**src/rtl/tx_encoder_pkg.sv**
```systemverilog
// Shared definitions for the backscatter line encoder: FSM state encoding,
// mode constants and bit-period decode helpers.
package tx_encoder_pkg;

    typedef enum logic [2:0] {
        ST_IDLE  = 3'd0,
        ST_FETCH = 3'd1,
        ST_RUN   = 3'd2,
        ST_DUMMY = 3'd3,
        ST_DONE  = 3'd4
    } state_t;

    localparam logic [1:0] M_FM0 = 2'd0;
    localparam logic [1:0] M_M2  = 2'd1;
    localparam logic [1:0] M_M4  = 2'd2;
    localparam logic [1:0] M_M8  = 2'd3;

    // Index of the last half-period of a bit: H-1 with H = 2 (FM0) or 2*M.
    function automatic logic [3:0] half_last(input logic [1:0] m);
        case (m)
            M_FM0:   half_last = 4'd1;
            M_M2:    half_last = 4'd3;
            M_M4:    half_last = 4'd7;
            default: half_last = 4'd15;
        endcase
    endfunction

    // Half-period just before the mid-bit point (H/2 - 1); the mid-bit
    // transition is applied on the half that follows it.
    function automatic logic [3:0] mid_last(input logic [1:0] m);
        case (m)
            M_FM0:   mid_last = 4'd0;
            M_M2:    mid_last = 4'd1;
            M_M4:    mid_last = 4'd3;
            default: mid_last = 4'd7;
        endcase
    endfunction

endpackage

```
**src/rtl/tx_encoder_if.sv**
```systemverilog
// Symbol stream and control/status bundle between the reply path and the encoder.
// Handshake: bit_adv acts as ready from the encoder; there is no valid from
// upstream -- in_bit/in_violation/in_last must be valid on every cycle where
// bit_adv=1 and are captured on the rising edge that ends that cycle.
interface tx_encoder_if;
    logic       tx_start;
    logic [1:0] m;
    logic       in_bit;
    logic       in_violation;
    logic       in_last;
    logic       bit_adv;
    logic       mod_out;
    logic       busy;
    logic       tx_done;

    modport master (
        output tx_start, m, in_bit, in_violation, in_last,
        input  bit_adv, mod_out, busy, tx_done
    );

    modport slave (
        input  tx_start, m, in_bit, in_violation, in_last,
        output bit_adv, mod_out, busy, tx_done
    );
endinterface

```
**src/rtl/tx_encoder_halfcnt.sv**
```systemverilog
// Half-period counter within a bit, subcarrier toggle and the end-of-bit /
// mid-bit strobes. All strobes refer to the half-period being displayed now.
module tx_encoder_halfcnt
    import tx_encoder_pkg::*;
(
    input  logic       clk,
    input  logic       reset_n,
    input  logic       run,
    input  logic [1:0] m_q,
    output logic       sc_next,
    output logic       end_bit,
    output logic       mid_next
);

    logic [3:0] hcnt;
    logic       sc;

    assign end_bit  = run && (hcnt == half_last(m_q));
    assign mid_next = run && !end_bit && (hcnt == mid_last(m_q));
    // Forced to 1 outside a frame so the first displayed half has sc=1.
    assign sc_next  = run ? ~sc : 1'b1;

    // Count half-periods, wrapping at the end of each bit.
    always_ff @(posedge clk or negedge reset_n) begin
        if (!reset_n) begin
            hcnt <= 4'd0;
            sc   <= 1'b0;
        end else begin
            hcnt <= (run && !end_bit) ? hcnt + 4'd1 : 4'd0;
            sc   <= sc_next;
        end
    end

endmodule

```
**src/rtl/tx_encoder.sv**
```systemverilog
// FM0 / Miller backscatter line encoder. Pulls one symbol per bit period,
// appends the dummy-1 and reports completion with a sticky flag.
module tx_encoder
    import tx_encoder_pkg::*;
#(
    parameter logic IDLE_LEVEL = 1'b0,
    parameter bit   DUMMY_EN   = 1'b1
) (
    input  logic         clk,
    input  logic         reset_n,
    tx_encoder_if.slave  bus,
    output state_t       dbg_state
);

    state_t     state, state_d;
    logic [1:0] m_q;
    logic       bit_q, last_q, prev_bit;
    logic       level, level_d, phase, phase_d;
    logic       mod_q, mod_d, busy_q, done_q;
    logic       bit_adv, run, run_d, start, enter_dummy, new_sym;
    logic       nb, nv, prev_sym;
    logic       sc_next, end_bit, mid_next;

    tx_encoder_halfcnt u_halfcnt (
        .clk      (clk),
        .reset_n  (reset_n),
        .run      (run),
        .m_q      (m_q),
        .sc_next  (sc_next),
        .end_bit  (end_bit),
        .mid_next (mid_next)
    );

    assign run         = (state == ST_RUN) || (state == ST_DUMMY);
    assign run_d       = (state_d == ST_RUN) || (state_d == ST_DUMMY);
    assign start       = ((state == ST_IDLE) || (state == ST_DONE)) && bus.tx_start;
    assign enter_dummy = DUMMY_EN && (state == ST_RUN) && end_bit && last_q;
    assign new_sym     = bit_adv || enter_dummy;
    // The dummy symbol is a data-1 without violation.
    assign nb          = bit_adv ? bus.in_bit : 1'b1;
    assign nv          = bit_adv ? bus.in_violation : 1'b0;
    // At a running boundary the outgoing symbol is still in bit_q.
    assign prev_sym    = (state == ST_FETCH) ? prev_bit : bit_q;

    assign bus.bit_adv = bit_adv;
    assign bus.mod_out = mod_q;
    assign bus.busy    = busy_q;
    assign bus.tx_done = done_q;
    assign dbg_state   = state;

    // State register.
    always_ff @(posedge clk or negedge reset_n) begin
        if (!reset_n) state <= ST_IDLE;
        else          state <= state_d;
    end

    // Next state and symbol request strobe.
    always_comb begin
        state_d = state;
        bit_adv = 1'b0;
        case (state)
            ST_IDLE, ST_DONE: if (bus.tx_start) state_d = ST_FETCH;
            ST_FETCH: begin
                bit_adv = 1'b1;
                state_d = ST_RUN;
            end
            ST_RUN: begin
                if (end_bit) begin
                    if (!last_q) bit_adv = 1'b1;
                    else         state_d = DUMMY_EN ? ST_DUMMY : ST_DONE;
                end
            end
            ST_DUMMY: if (end_bit) state_d = ST_DONE;
            default:  state_d = ST_IDLE;
        endcase
    end

    // Level (FM0) and phase (Miller) for the half-period about to be shown.
    always_comb begin
        level_d = level;
        phase_d = phase;
        if (new_sym) begin
            if (!nv)                     level_d = ~level;
            if (!nb && !prev_sym && !nv) phase_d = ~phase;
        end else if (mid_next) begin
            if (!bit_q) level_d = ~level;
            if (bit_q)  phase_d = ~phase;
        end
        mod_d = (m_q == M_FM0) ? level_d : (sc_next ^ phase_d);
    end

    // Frame control, symbol capture and the registered line output.
    always_ff @(posedge clk or negedge reset_n) begin
        if (!reset_n) begin
            m_q      <= M_FM0;
            bit_q    <= 1'b0;
            last_q   <= 1'b0;
            prev_bit <= 1'b1;
            level    <= IDLE_LEVEL;
            phase    <= 1'b0;
            mod_q    <= IDLE_LEVEL;
            busy_q   <= 1'b0;
            done_q   <= 1'b0;
        end else begin
            if (start) begin
                m_q      <= bus.m;
                done_q   <= 1'b0;
                busy_q   <= 1'b1;
                level    <= IDLE_LEVEL;
                phase    <= 1'b0;
                prev_bit <= 1'b1;
            end else begin
                level <= level_d;
                phase <= phase_d;
                if (end_bit) prev_bit <= bit_q;
            end
            if (new_sym) begin
                bit_q  <= nb;
                last_q <= bit_adv ? bus.in_last : 1'b1;
            end
            if (run && !run_d) begin
                busy_q <= 1'b0;
                done_q <= 1'b1;
            end
            mod_q <= run_d ? mod_d : IDLE_LEVEL;
        end
    end

endmodule
```
**src/flat_wrapper.sv**
```systemverilog
// flat-port wrapper written by rule: the top's interface ports become plain ports
module tx_encoder_flat import tx_encoder_pkg::*;
#(
    parameter logic IDLE_LEVEL = 1'b0,
    parameter bit   DUMMY_EN   = 1'b1
)
  (clk, reset_n, dbg_state, bus_tx_start, bus_m, bus_in_bit, bus_in_violation, bus_in_last, bus_bit_adv, bus_mod_out, bus_busy, bus_tx_done);
  tx_encoder_if bus_i ();
  input  logic clk;
  input  logic reset_n;
  output state_t dbg_state;
  input wire logic [$bits(bus_i.tx_start)-1:0] bus_tx_start;
  input wire logic [$bits(bus_i.m)-1:0] bus_m;
  input wire logic [$bits(bus_i.in_bit)-1:0] bus_in_bit;
  input wire logic [$bits(bus_i.in_violation)-1:0] bus_in_violation;
  input wire logic [$bits(bus_i.in_last)-1:0] bus_in_last;
  output wire logic [$bits(bus_i.bit_adv)-1:0] bus_bit_adv;
  output wire logic [$bits(bus_i.mod_out)-1:0] bus_mod_out;
  output wire logic [$bits(bus_i.busy)-1:0] bus_busy;
  output wire logic [$bits(bus_i.tx_done)-1:0] bus_tx_done;
  assign bus_i.tx_start = bus_tx_start;
  assign bus_i.m = bus_m;
  assign bus_i.in_bit = bus_in_bit;
  assign bus_i.in_violation = bus_in_violation;
  assign bus_i.in_last = bus_in_last;
  assign bus_bit_adv = bus_i.bit_adv;
  assign bus_mod_out = bus_i.mod_out;
  assign bus_busy = bus_i.busy;
  assign bus_tx_done = bus_i.tx_done;
  tx_encoder #(.IDLE_LEVEL(IDLE_LEVEL), .DUMMY_EN(DUMMY_EN)) u_core (.clk(clk), .reset_n(reset_n), .bus(bus_i), .dbg_state(dbg_state));
endmodule
```
**config.mk**
```make
export PLATFORM = sky130hd
export DESIGN_NAME = tx_encoder_flat
export DESIGN_NICKNAME = d
export VERILOG_FILES = /design/src/rtl/tx_encoder_pkg.sv /design/src/rtl/tx_encoder_if.sv /design/src/rtl/tx_encoder_halfcnt.sv /design/src/rtl/tx_encoder.sv /design/src/flat_wrapper.sv
export SDC_FILE = /design/constraint.sdc
export NUM_CORES = 1
export LEC_CHECK = 0
export BUFFER_PORTS_ARGS = -buffer_cell sky130_fd_sc_hd__buf_2
export CAP_MARGIN = 10
export CORE_ASPECT_RATIO = 1.1
export CORE_UTILIZATION = 50
export DETAILED_ROUTE_END_ITERATION = 6
export HOLD_SLACK_MARGIN = 0.1
export PLACE_DENSITY_LB_ADDON = 0.1
export SYNTH_ARGS = -nofsm -noshare
export SYNTH_HDL_FRONTEND = slang
export SYNTH_SLANG_ARGS = --single-unit
```
**constraint.sdc**
```tcl
create_clock -name clk -period 2 [get_ports clk]
set_input_delay 0.2 -clock clk [delete_from_list [all_inputs] [get_ports clk]]
set_output_delay 0.2 -clock clk [all_outputs]
set_load 0.01 [all_outputs]
```
### Word level (Yosys, flattened, before mapping)

Cells that the tools add are included.

| word-level totals | value |
|---|---|
| bits in registers | 18 |
| input bits | 8 |

| operators by class | value |
|---|---|
| $add $sub $neg | 1 |
| eq/ne operators | 10 |
| muxes and demuxes | 34 |
| bitwise operators | 4 |
| reduce and logical (&&, ||, !) cells | 23 |

Operator list:

| cell | count |
|---|---|
| 1-bit 2-to-1 mux | 25 |
| 3-bit by 2-bit equality test with 1-bit output, second input constant | 4 |
| 3-bit 2-to-1 mux | 4 |
| 3-bit case mux with 4 select lines | 1 |
| 4-bit case mux with 3 select lines | 1 |
| 1-bit logical AND | 9 |
| 3-bit case mux with 3 select lines | 1 |
| 4-bit equality test | 2 |
| 1-bit logical NOT | 5 |
| 4-bit by 1-bit adder with 4-bit output, second input constant | 1 |
| 1-bit logical OR | 4 |
| 4-bit 2-to-1 mux | 1 |
| 2-bit nonzero test | 2 |
| 3-bit by 1-bit equality test with 1-bit output, second input constant | 1 |
| 3-bit equality test, second input constant | 1 |
| 3-bit logical NOT | 1 |
| 1-bit NOT | 3 |
| 2-bit by 1-bit equality test with 1-bit output, second input constant | 1 |
| 2-bit equality test, second input constant | 1 |
| 2-bit logical NOT | 1 |
| 1-bit case mux with 2 select lines | 1 |
| 2-bit OR reduction | 1 |
| 1-bit bitwise XOR | 1 |

### Longest topological paths before layout

Gate-level depths: netlist (run 1).

| depth | value |
|---|---|
| depth after elaboration | 15 |
| depth in mapped cells | 8 |
| mapped depth without buffers | 7 |

### By module

Synthesis (run 1) repeated with hierarchy kept, for this count alone.

| second synthesis, totals | value |
|---|---|
| cell total of the unflattened synthesis | 114 |
| area total of the unflattened synthesis | 1133.6 um2 |

By module, submodules not included:

| module | times used | cells each | area an instance (um2) | seq. area each (um2) |
|---|---|---|---|---|
| tx_encoder | 1 | 82 | 819.5 | 326.6 |
| tx_encoder_halfcnt | 1 | 32 | 314.1 | 125.1 |

### Worst setup path after synthesis (run 1)

Ideal clock, no wire load.

| timing path | value |
|---|---|
| path type | register to register |
| from | reg u_core.u_halfcnt.hcnt[1] |
| to | reg u_core.mod_q (netlist: u_core.bus.mod_out) |
| setup time | 126 ps |
| arrival time | 2044 ps |
| data required time | 1874 ps |
| path slack | -170 ps |
| cell stages (with the launch flop) | 8 |
| path buffers | 0 |
| period minus slack after synthesis | 2170 ps |
| cells stage by stage | dfrtp_1 > or4_4 > a21o_1 > or3_4 > o221a_4 > a21o_1 > nand3b_1 > a21boi_1 |

| on the way | value |
|---|---|
| cells in the longest elaborated chain, start to end | 13 |
| elaborated cells between the ends (all ways) | 32 |

RTL lines:

| element | line | text |
|---|---|---|
| from (decl) | tx_encoder_halfcnt.sv:15 | `logic [3:0] hcnt;` |
| from (signal assigned) | tx_encoder_halfcnt.sv:29 | `hcnt <= (run && !end_bit) ? hcnt + 4'd1 : 4'd0;` |
| 4-bit equality test | tx_encoder_halfcnt.sv:18 | `assign end_bit = run && (hcnt == half_last(m_q));` |
| 1-bit logical AND | tx_encoder_halfcnt.sv:18 |  |
| 1-bit 2-to-1 mux | tx_encoder.sv:68 | `if (end_bit) begin` |
| 1-bit case mux with 2 select lines | tx_encoder.sv:61 | `case (state)` |
| 1-bit 2-to-1 mux | tx_encoder.sv:40 | `assign nb = bit_adv ? bus.in_bit : 1'b1;` |
| 1-bit logical NOT | tx_encoder.sv:84 | `if (!nb && !prev_sym && !nv) phase_d = ~phase;` |
| 1-bit logical AND (2 in series) | tx_encoder.sv:84 |  |
| 1-bit 2-to-1 mux | tx_encoder.sv:84 |  |
| 1-bit 2-to-1 mux | tx_encoder.sv:82 | `if (new_sym) begin` |
| 1-bit bitwise XOR | tx_encoder.sv:89 | `mod_d = (m_q == M_FM0) ? level_d : (sc_next ^ phase_d);` |
| 1-bit 2-to-1 mux | tx_encoder.sv:89 |  |
| 1-bit 2-to-1 mux (*) | tx_encoder.sv:125 | `mod_q <= run_d ? mod_d : IDLE_LEVEL;` |
| to (signal assigned) | tx_encoder.sv:125 |  |
| to (decl) | tx_encoder.sv:19 | `logic mod_q, mod_d, busy_q, done_q;` |

Mark *: on every way between the ends. The rest lies on a longest branch, timed or not.
A chain may end at the register's enable or synchronous reset.

### Final worst setup path (run 1)

Ends and elaborated chain as after synthesis.

==> metrics.md, run 1 <==
| Metric | Value |
|---|---|
| Critical path launch point type | register |
| Detailed-route via count | between 900 and 1,000 |
| Post-Place Cells | between 150 and 200 |
| Routed len/inst | approximately 15 um |
| Xor and xnor area share after synthesis | 0.0248 |
| Largest cells by area after synthesis | dfrtp_1 40%, nor2_1 3.5%, dfstp_2 2.5%, nand2_1 2.5%, a21oi_1 2.4% |
| Worst Setup EP | u_core.bus.mod_out |
| Largest area contributor in the netlist | dfrtp_1 |
| Worst-Skew Late Latency | approximately 0.29 ns |
| Worst path cell trace | or4_4 > a21o_1 > or3_4 > o221a_4 > a21o_1 > nand3b_1 > a21boi_1 |
| Syn nets | 117 |
| Critical path depth | 7 |
| Max reg flops | 4 |
| Top Family by Delay on Critical Path | simple AND/OR/NAND/NOR gates |
| Final hold vios | 0 |
| Largest family of logic cells by synthesized area | simple AND/OR/NAND/NOR gates |
| Initial antenna violation count | 0 |
| CTS tree | yes |
| Vias per Instance | around 5.6 |
| Fillers | 165 |
| Status | complete, but fails checks |
| Most common cell in the netlist | dfrtp_1 |
| Total track usage | 0.235 |
| Diodes inserted | 0 |
| DIE AREA | between 2000 and 2500 um2 |
| Final period util | 1.10 |
| Final WL | roughly 2500 um |
| Post-route setup slack | -0.203 ns |
| Worst hold margin | between 0.1 and 0.15 ns |
| Syn Inst Count | 108 |
| Reg area | roughly 450 um2 |
| Pre-CTS setup slack | -0.200 ns |
| Vias in the first global route | between 900 and 1,000 |
| Remaining antenna violation count after routing | 0 |
| Synth Area in Compound Gates | 0.202 |
| Clock-pin slew on the worst setup and hold paths | 0.10 ns |
| Num CTS Buffers | 3 |
| Area of the multi-input gates | 661 um2 |
| RSZ-0062 raised after global routing | yes |
| Post-Synthesis Cell Area | 1060 um2 |
| Highest fanout seen on the critical path | 3 |
| Lkg Pwr | approximately 0.00066 uW |
| Worst clock skew | 0.00239 ns |
| Worst Setup End Kind | register |
| FFs w/ async S/R, synth | 1.00 |
| Worst-margin pin slew | between 0.4 and 0.5 ns |
| DR pass1 iterations | 4 |
| Initial core utilization | 0.531 |
| Final Core Density | 0.713 |
| Share of cells above drive strength 1 | 0.440 |
| Power per cell area | 1570 nW/um2 |
| Post-synthesis sequential area ratio | 0.426 |
| Simple-Gate Fraction of Synth Area | 0.244 |
| DRC violations left | 0 |
| Biggest register | u_core.u_halfcnt.hcnt |
| CP Class | register to register |
| Violated checks | negative setup slack |
| Warnings from Yosys | 0 |
| Largest net degree at the start of global routing | 19 |
| Area Overhead vs Synth | 34.4% |
| Flop-to-flop setup slack | -0.20 ns |
| Slew margin rel. | 0.713 |
| Grt total ovfl | 0 |
| IO buf count | 14 |
| GPL Wtd Cong | approximately 0.89 |
| Buf+Inv Stages, Crit Path | 0 |
| CTS max path bufs | 2 |
| Crit path from | u_core.u_halfcnt.hcnt[1] |
| CP peak stage delay | around 0.55 ns |
| Core area | 2000 um2 |
| Reg-to-Reg Start | u_core.u_halfcnt.hcnt[1] |
| Clk sinks | 18 |
| Prevailing post-synth register cell | dfrtp_1 |
| Synth Register Bits | 18 |
| Synth cell types | 48 |
| Max Cap Violations | 0 |
| Final net count | ~150 |
| Die X | approximately 46 um |
| FMAX | approximately 0.45 GHz |
| Crit-path most repeated cell | a21o_1 |
| Core Rows | 17 |
| Final instance area | 1430 um2 |
| Multiplexer area fraction after synthesis | 0.0401 |
| Slowest CP cell | or4_4 |
| EDFF count, synth | 0 |
| Final Max Tran Viols | 0 |
| I/O pin count | 15 |
| R2R Path End | u_core.bus.mod_out |
| Post-synth top area share | 0.401 |
| Non-filler instance count after layout | ~170 |
| Die H | between 50 and 60 um |
| DPL Wire Length | about 1800 um |
| Clk root buf | clkbuf_4 |
| First-pass GRT wire length | about 4000 um |
| Max IR drop VDD | ~0.86 mV |
| Final Setup Violations | 6 |
| 1st-iter DRT viols | 21 |
| Post-synth top cells | 17 x dfrtp_1, 10 x nor2_1, 7 x nand2_1 |
| Arr. time, crit path | roughly 2.4 ns |
| Worst r2r path cells | 7 |
| Min cycle time layout | 2.20 ns |
| Worst Path Required | between 2 and 2.5 ns |
| H-tree levels | 1 |
| Syn Area/Cell | a little under 10 um2 |
| Adder-Cell Fraction of Synth Area | 0.0118 |
| Area after detailed placement | 1240 um2 |
| HP Class | primary input to register |
-- metrics by stage --
step | TNS, ns | power, uW
3_3_place_gp | -0.252 | 1720
6_report | -0.598 | 2240
2_1_floorplan | -0.215 | 1390
4_1_cts | -0.437 | 2080
5_1_grt | -1.25 | 2430
3_5_place_dp | -0.521 | 1760
-- worst min-delay path by stage --
stage,slack [ns],cells past startpoint,endpoint,from
after global placement,0.15,1,u_core.u_halfcnt.hcnt[2],reset_n
final,0.13,2,u_core.m_q[0],bus_m[0]
after CTS,0.12,2,u_core.m_q[0],bus_m[0]
after global routing,0.13,2,u_core.m_q[0],bus_m[0]
after floorplan,-0.1,0,u_core.bit_q,reset_n
after detailed placement,0.16,1,u_core.u_halfcnt.hcnt[2],reset_n
-- per-layer routing --
layer / track usage / up-vias / routed length (um) / part of all wire
met5: 0 / - / 0 / 0
met4: 0.0882 / 0 / 27 / 0.011
met3: 0.0324 / 4 / 105 / 0.042
met2: 0.387 / 30 / 1280 / 0.52
met1: 0.303 / 449 / 1070 / 0.43
li1: - / 465 / - / -
-- cells by family (layout without fill, tap and decap cells) --
kind of cell,after synthesis,in the layout
flip-flops,18,18
multiplexers,4,4
XOR/XNOR,3,3
AO/OA/AOI/OAI,28,28
adder cells (fa/ha/maj),1,1
buffers and inverters,10,43
AND/OR/NAND/NOR,44,44
-- placed cells by master, fill, tap and decap left out, types with 3 or more instances in the layout --
master / instances
buf_4: 14
buf_2: 14
a21oi_1: 5
nor3_1: 3
buf_6: 4
inv_1: 6
clkbuf_4: 3
nand2_1: 7
nor2_1: 9
dfrtp_1: 17
-- what timing repair did --
action | in CTS | in global routing
buffers inserted | 3 | 1
pin swaps | 4 | 6
gates resized for setup | 11 | 14
hold buffers | 1 | 0
hold endpoints to repair | 17 | 0
endpoints found under the setup margin | 8 | 11
-- layout make-up --
class                           instances  area share
Sequential cell                        18       0.317
Multi-Input combinational cell         80       0.463
Inverter                                6      0.0158
Timing Repair Buffer                   33       0.161
Tap cell                               28      0.0246
Clock buffer                            4      0.0184
-- power breakdown --
part	internal (uW)	leakage (uW)	switching (uW)	total, uW
clock network	77.5	0.0000150	108	186
logic	711	0.000428	688	1400
registers	526	0.000212	131	657
total	1310	0.000655	927	2240
Note: power is estimated with default switching activity, not from simulation.
==> inputs of run 2 (changes only) <==
--- a/config.mk
+++ b/config.mk
@@ -15,3 +15,4 @@
 export SYNTH_ARGS = -nofsm -noshare
 export SYNTH_HDL_FRONTEND = slang
 export SYNTH_SLANG_ARGS = --single-unit
+export TNS_END_PERCENT = 1
==> constraint.sdc (replaced) <==
create_clock -name clk -period 2.3 [get_ports clk]
set_input_delay 0.23 -clock clk [delete_from_list [all_inputs] [get_ports clk]]
set_output_delay 0.23 -clock clk [all_outputs]
set_load 0.01 [all_outputs]
==> run 2 against run 1 <==
Net effect:
- the run now ends clean
- total power decreased by 27%
- non-clock buffer count decreased by 11
- register-to-register slack improved by 0.31 ns
- clock power increased by 3%
- final cell count decreased by 6.5%
- largest cell class unchanged
- highest routed layer unchanged
==> metrics.md, run 2 (same netlist as run 1, synthesis figures left out) <==
| Metric | Value |
|---|---|
| Status | finished, final reports clean |
| Clk root buf | clkbuf_4 |
| Biggest register | u_core.u_halfcnt.hcnt |
| Final WL | ~2100 um |
| Commonest non-fill, non-tap cell in the layout | dfrtp_1 |
| Worst-margin pin slew | between 0.4 and 0.5 ns |
| Final instance area | 1230 um2 |
| Final period util | 0.955 |
| Largest net degree at the start of global routing | 19 |
| Clk sinks | 18 |
| GPL Wtd Cong | approximately 0.90 |
| Final Setup Violations | 0 |
| Non-filler instance count after layout | between 150 and 200 |
| Initial antenna violation count | 0 |
| Post-route setup slack | around 0.10 ns |
| Fillers | ~190 |
| Die X | between 40 and 50 um |
| Max Cap Violations | 0 |
| Highest fanout seen on the critical path | 7 |
| CTS max path bufs | 2 |
| Top Family by Delay on Critical Path | compound AO/OA/AOI/OAI gates |
| Share of cells above drive strength 1 | 0.331 |
| I/O pin count | 15 |
| Worst path cell trace | buf_4 > and4_2 > o31a_2 > o2111ai_1 > and2_1 > nor2_1 > buf_2 |
| CTS tree | yes |
| Reg area | 454 um2 |
| Die H | 50.3 um |
| Critical path launch point type | register |
| Final hold vios | 0 |
| Total track usage | 0.216 |
| R2R Path End | u_core.bus.mod_out |
| Power per cell area | 1330 nW/um2 |
| DRC violations left | 0 |
| IO buf count | 14 |
| 1st-iter DRT viols | 45 |
| Worst-Skew Late Latency | roughly 0.29 ns |
| Reg-to-Reg Start | u_core.m_q[0] |
| Min cycle time layout | about 2.2 ns |
| Post-Place Cells | between 150 and 200 |
| First-pass GRT wire length | 3600 um |
| Vias in the first global route | ~840 |
| H-tree levels | 1 |
| Worst Path Required | 2.07 ns |
| DPL Wire Length | approximately 1700 um |
| Remaining antenna violation count after routing | 0 |
| HP Class | primary input to register |
| Area after detailed placement | 1180 um2 |
| FMAX | between 0.4 and 0.5 GHz |
| Min-Delay Startpoint | bus_m[0] |
| Lkg Pwr | 0.000568 uW |
| Clock-pin slew on the worst setup and hold paths | 0.10 ns |
| Worst Hold Depth | 2 |
| Pre-CTS setup slack | ~0.089 ns |
| Vias per Instance | between 5 and 6 |
| Final Max Tran Viols | 0 |
| RSZ-0062 raised after global routing | yes |
| Initial core utilization | 0.531 |
| Core area | 2000 um2 |
| Worst clock skew | roughly 0.0026 ns |
| Slowest CP cell | dfrtp_1 |
| Num CTS Buffers | 3 |
| Core Rows | 17 |
| Final net count | 140 |
| Worst Setup End Kind | output pin |
| Flop-to-flop setup slack | 0.11 ns |
| DIE AREA | 2310 um2 |
| Grt total ovfl | 0 |
| Worst r2r path cells | 7 |
| Area of the multi-input gates | approximately 550 um2 |
| CP peak stage delay | 0.39 ns |
| Slew margin rel. | 0.685 |
| Setup TNS | 0 ns |
| Most frequent cells in the layout | 15 x dfrtp_1, 14 x buf_2, 10 x nor2_1 |
| Area Overhead vs Synth | 16.4% |
| Diodes inserted | 0 |
| DR pass1 iterations | 4 |
| Detailed-route via count | 888 |
| Buf+Inv Stages, Crit Path | 2 |
| Arr. time, crit path | slightly below 2 ns |
| CP Class | register to output pin |
| WHS Endpoint | u_core.m_q[0] |
| Max reg flops | 4 |
| Routed len/inst | between 10 and 15 um |
| Max IR drop VDD | 0.732 mV |
run 2: changes by cell type in the layout (fill, tap and decap cells not counted), moves of 2 or more:
cell	previous run	this run
buf_4	14	7
buf_6	4	0
dfrtp_1	17	15
dfrtp_2	0	2
nor4b_1	0	2
o21ai_0	2	5
o21ai_1	2	0
run 2: worst register-to-register path, cell delays in order (launching register included):
cell,delay (ns)
dfrtp_2,0.45
or4_4,0.50
a21o_1,0.21
or3_4,0.37
o221a_4,0.28
a21o_1,0.15
nand3b_1,0.07
a21boi_1,0.06
run 2: final cells by class:
cell class                      instances  share of cell area
Tap cell                               28              0.0284
Timing Repair Buffer                   22               0.107
Clock buffer                            4              0.0294
Multi-Input combinational cell         80               0.449
Sequential cell                        18               0.368
Inverter                                6              0.0182
run 2: per-stage QoR:
stage          power [uW]  hold slack, ns   util
2_1_floorplan        1210         -0.0656      -
4_1_cts              1640           0.160  0.613
3_5_place_dp         1450           0.186  0.589
5_1_grt              1790           0.143  0.618
3_3_place_gp         1420           0.180  0.589
6_report             1640           0.162  0.618
run 2: power by group:
group          internal (uW)  leakage, uW  switching (uW)
clock                   96.5    0.0000210            95.6
combinational            428     0.000337             434
sequential               460     0.000210             127
total                    985     0.000568             656
run 2: worst max-delay path by stage:
stage / startpoint / end / cells past startpoint
final: u_core.m_q[1] / bus_bit_adv / 7
after global routing: u_core.m_q[0] / bus_bit_adv / 6
after CTS: u_core.u_halfcnt.hcnt[2] / bus_bit_adv / 6
after detailed placement: u_core.m_q[0] / u_core.bus.mod_out / 7
after global placement: u_core.m_q[0] / u_core.bus.mod_out / 7
after floorplan: u_core.u_halfcnt.hcnt[1] / u_core.bus.mod_out / 7
run 2: metal layers:
layer,vias up,GRT usage,part of all wire
met4,0,0.0735,0.011
met1,417,0.274,0.45
met5,-,0,0
met3,4,0.0432,0.036
li1,446,-,-
met2,21,0.354,0.50
run 2: what timing repair did:
item                       in CTS  in global routing
setup endpoints to repair       0                  2
hold endpoints to repair       17                  0
hold buffers                    1                  0
setup buffers                   0                  1
resized for setup               0                  2
